`src/rtl/mem_pkg.sv`:
```
// Shared types and constants for the data-memory responder.
// The optional protocol checker in data_mem_responder is enabled by
// defining DMEM_ERR_CHECK_EN.
package mem_pkg;

  // Default data/address width of the processor data port.
  localparam int WORD_SIZE = 16;

  // Width of the latency down-counter; holds LATENCY values 1..15.
  localparam int CNT_W = 4;

  // Responder FSM states.
  typedef enum logic [1:0] {
    IDLE = 2'd0,
    BUSY = 2'd1,
    RESP = 2'd2
  } mem_state_t;

  // Operation latched at capture time.
  typedef enum logic {
    MEM_RD = 1'b0,
    MEM_WR = 1'b1
  } mem_op_t;

  // A simultaneous read and write request resolves to a store.
  function automatic mem_op_t decode_op(input logic rd, input logic wr);
    return (wr || !rd) ? MEM_WR : MEM_RD;
  endfunction

endpackage

```
`src/rtl/dmem_array.sv`:
```
// Single-port synchronous RAM with a registered, enable-gated read port.
// The read register resets to zero so the processor sees a defined load
// result after reset; the storage array itself keeps its contents.
module dmem_array #(
  parameter int WIDTH  = 16,
  parameter int DEPTH  = 256,
  parameter int ADDR_W = 8
) (
  input  logic              clk,
  input  logic              rst,
  input  logic              we,
  input  logic              re,
  input  logic [ADDR_W-1:0] addr,
  input  logic [WIDTH-1:0]  wdata,
  output logic [WIDTH-1:0]  rdata
);

  logic [WIDTH-1:0] mem [DEPTH];

  // Write port: commit store data on the access edge.
  // NOTE: the array has no reset branch on purpose -- contents survive reset
  // and a resettable array would not map onto block RAM.
  always_ff @(posedge clk) begin
    if (we) begin
      mem[addr] <= wdata;
    end
  end

  // Read port: register the addressed word only when a load completes,
  // so rdata holds the last load value between loads.
  // NOTE: sequential state is always assigned with <= so every flop samples
  // pre-edge values regardless of block ordering.
  always_ff @(posedge clk or posedge rst) begin
    if (rst) begin
      rdata <= '0;
    end else if (re) begin
      rdata <= mem[addr];
    end
  end

endmodule

```
`src/rtl/data_mem_responder.sv`:
```
// Data-memory responder: stalls the processor for LATENCY cycles per access
// via DataDone, then performs the RAM access on the BUSY->RESP edge.
// Optional protocol checker (BusErr) is built only when DMEM_ERR_CHECK_EN is
// defined; otherwise BusErr is tied low and no checking logic exists.
module data_mem_responder
  // Named imports keep the package WORD_SIZE apart from the parameter below.
  import mem_pkg::CNT_W, mem_pkg::mem_state_t, mem_pkg::mem_op_t,
         mem_pkg::IDLE, mem_pkg::BUSY, mem_pkg::RESP,
         mem_pkg::MEM_RD, mem_pkg::MEM_WR, mem_pkg::decode_op;
#(
  parameter int WORD_SIZE = mem_pkg::WORD_SIZE,
  parameter int MEM_WORDS = 256,
  parameter int LATENCY   = 2
) (
  input  logic                 Clock,
  input  logic                 Reset,
  input  logic [WORD_SIZE-1:0] DataAddr,
  input  logic [WORD_SIZE-1:0] DataOut,
  input  logic                 ReadData,
  input  logic                 WriteData,
  output logic [WORD_SIZE-1:0] DataIn,
  output logic                 DataDone,
  output logic                 BusErr
);

  // Only the low address bits select a word; higher bits wrap.
  localparam int ADDR_W = (MEM_WORDS > 1) ? $clog2(MEM_WORDS) : 1;
  localparam logic [CNT_W-1:0] LAT_CNT = CNT_W'(LATENCY);

  mem_state_t           state;
  mem_state_t           state_nxt;
  logic [CNT_W-1:0]     cnt;
  logic [ADDR_W-1:0]    cap_idx;
  logic [WORD_SIZE-1:0] cap_data;
  mem_op_t              cap_op;

  logic req;
  logic accept;
  logic last_busy;
  logic ram_we;
  logic ram_re;

  assign req       = ReadData | WriteData;
  // Requests are only taken outside BUSY; in BUSY they are re-driven copies.
  assign accept    = (state != BUSY) && req;
  // Final stall cycle: the coming edge performs the RAM access.
  assign last_busy = (state == BUSY) && (cnt == CNT_W'(1));

  // Next-state decode for the IDLE/BUSY/RESP handshake.
  // NOTE: state_nxt gets a default before the case so every path assigns it
  // and no latch is inferred.
  always_comb begin
    state_nxt = state;
    unique case (state)
      IDLE:    if (req) state_nxt = BUSY;
      BUSY:    if (cnt == CNT_W'(1)) state_nxt = RESP;
      RESP:    state_nxt = req ? BUSY : IDLE;
      default: state_nxt = IDLE;
    endcase
  end

  // State register and latency counter; reset abandons any access in flight.
  always_ff @(posedge Clock or posedge Reset) begin
    if (Reset) begin
      state <= IDLE;
      cnt   <= '0;
    end else begin
      state <= state_nxt;
      if (accept) begin
        cnt <= LAT_CNT;
      end else if (state == BUSY) begin
        cnt <= cnt - CNT_W'(1);
      end
    end
  end

  // Capture address, store data and operation when a request is accepted.
  always_ff @(posedge Clock or posedge Reset) begin
    if (Reset) begin
      cap_idx  <= '0;
      cap_data <= '0;
      cap_op   <= MEM_RD;
    end else if (accept) begin
      cap_idx  <= DataAddr[ADDR_W-1:0];
      cap_data <= DataOut;
      cap_op   <= decode_op(ReadData, WriteData);
    end
  end

  assign ram_we = last_busy && (cap_op == MEM_WR);
  assign ram_re = last_busy && (cap_op == MEM_RD);

  dmem_array #(
    .WIDTH  (WORD_SIZE),
    .DEPTH  (MEM_WORDS),
    .ADDR_W (ADDR_W)
  ) u_array (
    .clk   (Clock),
    .rst   (Reset),
    .we    (ram_we),
    .re    (ram_re),
    .addr  (cap_idx),
    .wdata (cap_data),
    .rdata (DataIn)
  );

  // The processor stalls exactly while the FSM is in BUSY.
  assign DataDone = (state != BUSY);

`ifdef DMEM_ERR_CHECK_EN
  logic [WORD_SIZE-1:0] cap_addr;
  logic                 cap_rd;
  logic                 cap_wr;
  logic                 err_nxt;
  logic                 bus_err;

  // Keep the full request as seen at capture for comparison during BUSY.
  always_ff @(posedge Clock or posedge Reset) begin
    if (Reset) begin
      cap_addr <= '0;
      cap_rd   <= 1'b0;
      cap_wr   <= 1'b0;
    end else if (accept) begin
      cap_addr <= DataAddr;
      cap_rd   <= ReadData;
      cap_wr   <= WriteData;
    end
  end

  // Flag a read/write conflict at capture, or a re-driven request that
  // no longer matches what was captured.
  always_comb begin
    err_nxt = 1'b0;
    if (accept && ReadData && WriteData) begin
      err_nxt = 1'b1;
    end else if (state == BUSY) begin
      err_nxt = (ReadData != cap_rd) || (WriteData != cap_wr) ||
                (DataAddr != cap_addr);
    end
  end

  // Register the error so BusErr is a clean single-cycle pulse per event.
  always_ff @(posedge Clock or posedge Reset) begin
    if (Reset) begin
      bus_err <= 1'b0;
    end else begin
      bus_err <= err_nxt;
    end
  end

  assign BusErr = bus_err;
`else
  assign BusErr = 1'b0;

  // Address bits above the RAM index are intentionally ignored (wrap-around).
  if (WORD_SIZE > ADDR_W) begin : g_addr_hi
    logic unused_addr_hi;
    assign unused_addr_hi = ^DataAddr[WORD_SIZE-1:ADDR_W];
  end
`endif

endmodule

```
`config.mk`:
```
export PLATFORM = sky130hd
export DESIGN_NAME = data_mem_responder
export DESIGN_NICKNAME = d
export VERILOG_FILES = /design/src/rtl/mem_pkg.sv /design/src/rtl/dmem_array.sv /design/src/rtl/data_mem_responder.sv
export SDC_FILE = /design/constraint.sdc
export NUM_CORES = 2
export LEC_CHECK = 0
export BUFFER_PORTS_ARGS = -buffer_cell sky130_fd_sc_hd__buf_2
export CORE_MARGIN = 2
export CORE_UTILIZATION = 45
export CTS_BUF_LIST = sky130_fd_sc_hd__clkbuf_4 sky130_fd_sc_hd__clkbuf_8 sky130_fd_sc_hd__clkbuf_16
export CTS_CLUSTER_DIAMETER = 50
export DETAILED_ROUTE_END_ITERATION = 6
export PLACE_DENSITY_LB_ADDON = 0.15
export SETUP_SLACK_MARGIN = 0.05
export SYNTH_ARGS = -nofsm -noshare
export SYNTH_HDL_FRONTEND = slang
export SYNTH_SLANG_ARGS = --single-unit
```
`constraint.sdc`:
```
create_clock -name Clock -period 5.2 [get_ports Clock]
set_input_delay 0.52 -clock Clock [delete_from_list [all_inputs] [get_ports Clock]]
set_output_delay 0.52 -clock Clock [all_outputs]
set_load 0.03 [all_outputs]
```
# After elaboration in Yosys (flattened, before gate mapping)
# Memories as Yosys holds them, arrays and structs flattened. A register that Yosys moved wholly into a read port is not among the register bits.
# Index checks and enable logic that the tools add are counted.
# op_classes
n_bitwise,2
add_sub_neg,1
muxes,9
n_reduce_logical,9
n_eq_ne,6
# ops
operator,count
$mux W4,2
$pmux W2 S3,1
$eq A4 B1 Y1 const B,1
$logic_and A1 B1 Y1,4
$mux W1,4
$mux W2,2
$ne A2 B2 Y1 const B,2
$sub A4 B1 Y4 const B,1
$eq A2 B1 Y1 const B,1
$eq A2 B2 Y1 const B,1
$logic_not A2 Y1,1
$ne A2 B1 Y1 const B,1
$reduce_and A2 Y1,1
$reduce_bool A2 Y1,1
$logic_not A1 Y1,1
$logic_or A1 B1 Y1,1
$not A1 Y1,1
$or A1 B1 Y1,1
# totals
mem_bits_rw,4096
inputBits,36
regBits,31
memories,1
# mem_list
name,words,width,read_ports,rd_clocked_by_memory_dff,wr,line_no,text
u_array.mem,256,16,1,1,1,dmem_array.sv:18,logic [WIDTH-1:0] mem [DEPTH];

# Longest topological paths before layout
# depth
ltp_word,5
mapped_depth,14

# By module
# A second synthesis with hierarchy kept.
# hier_totals
hier_cells,7268
area_unflattened_um2,159175.2
# modules_own_cells
mod,n_inst,seq_area_each_um2,area_per_inst_um2,cells_each
dmem_array,1,123398.3,157788.8,7180
data_mem_responder,1,775.7,1386.3,88

# Least setup slack after synthesis
# OpenSTA, ideal clock, no wires.
# synth_timing
path_kind,flip-flop to flip-flop
start,register cap_data[0]
end,memory u_array.mem[0][0] (data pin)
t_required_ps,4397
t_arrival_ps,3181
setup_ps,803
slack_ps,1216
path_stages_with_launch,1
path_cell_list,dfrtp_1
# synth_rtl
item,line_no,text
"start, declared",data_mem_responder.sv:34,logic [WORD_SIZE-1:0] cap_data;
"start signal, assigned",data_mem_responder.sv:85,cap_data <= DataOut;
"end, declared",dmem_array.sv:18,
# Straight into the memory's write port.

==> metrics.cfg <==
[power_and_ir_drop]
vdd_ir_drop_max_uv=988
power_density_nw_per_um2=579
power.total_mw=106
p_leak_nw=57.9

[drt]
initialDrtViolationCount=9868
num_vias=78000
routed_wl_microns=432000
firstDrtPassIters=5
drc=0
drt-vias-per-instance=6.04
ant_nets=0
post_drt_wl_per_cell_microns=33.4

[placed_design]
gp_congestion=0.833
place_hpwl_microns=255000
pre_cts_slack_ns=0.275
postPlaceCellArea_sq_um=168000
port_buffers=44

[yosys]
synth.most_common_cell=edfxtp_1
synth.distinct_cells=66
ys_warn_count=0
synth.ff_latch_count=4143
synth_xor_area_frac=0.0000551
synth_area_sq_um=159000
syn_avg_cell_area_sq_um=22.3
synth-adder-area-share=0.000157
ys.flop_type=edfxtp_1
yosys.area_share.simple=0.0174
synth_top_area_share=0.774
synth_compound_area_frac=0.0245
synth_cells=7138
synth-async-reset-ratio=0.0113
muxShareOfSynthArea=0.163
synth_largest_area_cell=edfxtp_1
synth_top_family_by_area=multiplexers
yosysSeqAreaShare=0.781
synth_area_leaders=edfxtp_1 77%, mux4_2 14%, mux2i_1 1.8%
synth-edff-count=4096
synth.top_cells.by_count=4096 x edfxtp_1, 992 x mux4_2, 309 x nor2_1, 289 x mux2i_1, 195 x nand2_1
syn-num-nets=7176

[clocking]
clkLatencyLatePin_ns=1.01
clk_pin_slew_ns=0.06
numCtsBuffers=455
cts_buffer_depth=4
cts.sinks=4143
tritoncts=done
htreeDepth=5
root_buffer=clkbuf_16
ctsResizeCount=0

[setup_path]
start_kind=register
worst_setup_path_end_kind=register
critical_path_peak_fanout=29
critPathKind=reg2reg
cp.arrival_ns=5.73
required_ns=6.05

[outcome]
run_status=completed

[timing]
min_period_ns=4.88
worstMarginPinSlew_ns=1.24
maxSlewHeadroom=0.172
setup_slack_ns=0.321
rsz0062_at_grt=no
setup_violations=0
fmax_mhz=205
slew_viol_final=0
fin_crit_sh=0.938
finalClockSkew_ns=0.0435
setup_tns_ns=0
hold_viol_final=0

[die]
fp-row-count=218
core_sq_um=352000
die_h_microns=598
fp.dieW_microns=598
die-area_sq_um=358000
io_pins=54
start_util=0.452

[min_path]
hold_path_class=in2async

[final_layout]
stdcell_area_sq_um=184000
syn_to_final_growth_pct=15.6
n_fill_cell=27300
final_util=0.522
fin_nets=7827
drive_gt1_frac=0.311

[global_routing]
overflow=0
grt_max_degree=209
grt_pass1_vias=77900
grtUsageTotal=0.239
antenna_found_initial=9
grt_pass1_wl_microns=604000

[job]
cap_violations=0

==> repair_timing <==
item                                    in CTS  in global routing
hold endpoints to repair                    48                  0
hold buffers                                27                  0
endpoints found under the setup margin       0                  0
setup buffers                                0                  0
==> layout make-up <==
class / instances / area (sq um) / share of cell area
diodes: 10 / 25.0 / 0.000136
clock buffers: 566 / 12400 / 0.0673
clock inverters: 281 / 3030 / 0.0165
inverters: 12 / 58.8 / 0.000320
multi-input cells: 2569 / 32900 / 0.179
flip-flops and latches: 4143 / 124000 / 0.676
well taps: 4730 / 5920 / 0.0322
repair buffers: 608 / 5240 / 0.0285
==> sequential cells by signal, indices dropped and copies added, names as in the netlist <==
| signal | count |
|---|---|
| u_array.mem | 4096 |
| cap_data | 16 |
| u_array.rdata | 16 |
| cap_idx | 8 |
| cnt | 4 |
| state | 2 |
| cap_op | 1 |
==> worst paths after layout <==
path | from | end | slack [ns] | cells after the start
max | cap_idx[0]$_DFFE_PP0P_ | u_array.rdata[8]$_DFFE_PP0P_ | 0.32 | 9
min | Reset | cap_data[15]$_DFFE_PP0P_ | 0.04 | 3
max reg2reg | cap_idx[0]$_DFFE_PP0P_ | u_array.rdata[8]$_DFFE_PP0P_ | 0.32 | 9
min reg2reg | state[0]$_DFFE_PP0P_ | state[0]$_DFFE_PP0P_ | 0.47 | 1
max in group asynchronous | Reset | cap_idx[5]$_DFFE_PP0P_ | 3.96 | 4
min in group Clock | DataAddr[3] | cap_idx[3]$_DFFE_PP0P_ | 0.29 | 4
==> placed cells by master (no fill, tap or decap), types with 22 or more instances in the layout <==
cell / n
a32oi_1: 30
clkbuf_4: 97
buf_12: 57
a31oi_1: 22
o22ai_1: 74
buf_4: 480
nor2_2: 87
a21oi_1: 86
buf_2: 44
a22oi_1: 117
nor2_1: 220
clkinv_1: 86
edfxtp_1: 4096
bufinv_16: 53
dfrtp_1: 24
dlygate4sd3_1: 27
nor3_1: 24
o21ai_0: 93
nand3_1: 60
mux2i_1: 289
clkinv_2: 55
mux2_2: 60
clkbuf_16: 461
mux4_2: 992
clkinvlp_4: 35
a211oi_1: 25
nand2_1: 179
==> through the flow <==
| step | cells | hold slack [ns] |
|---|---|---|
| after floorplan | 7138 | 0.437 |
| after global placement | 12000 | 0.471 |
| after detailed placement | 12000 | 0.462 |
| after CTS | 12900 | 0.00530 |
| after global routing | 12900 | 0.0480 |
| final | 12900 | 0.0446 |
==> layer usage <==
metal,vias to the layer above,global-route usage,part of all wire
met4,2,0.0640,0.028
met2,3136,0.376,0.47
met5,-,0,0.000042
met3,557,0.0437,0.078
li1,31600,-,-
met1,42800,0.346,0.42
==> kinds of logic after synthesis <==
logic type	after synthesis
buffers and inverters	426
AOI/OAI and AO/OA	570
other	1
muxes	1341
and+or+nand+nor	654
xor gates and xnor gates	1
DFF	4143
adders and majority gates	2
==> power by group <==
group / switching (mW) / internal, mW
Clock: 13.3 / 19.6
Combinational: 19.2 / 10.5
Sequential: 1.69 / 42.1
Total: 34.2 / 72.1
==> critical path, cell delays in order (launching register included) <==
cell and delay (ns):
dfrtp_4 1.06, buf_12 0.35, nor2b_4 0.57, a221oi_1 0.24, o21ai_0 0.58, nand3_1 0.13
o21ai_0 0.47, nor4bb_1 0.95, buf_4 0.25, o22ai_1 0.08
Note: power is estimated with default switching activity, not from simulation.
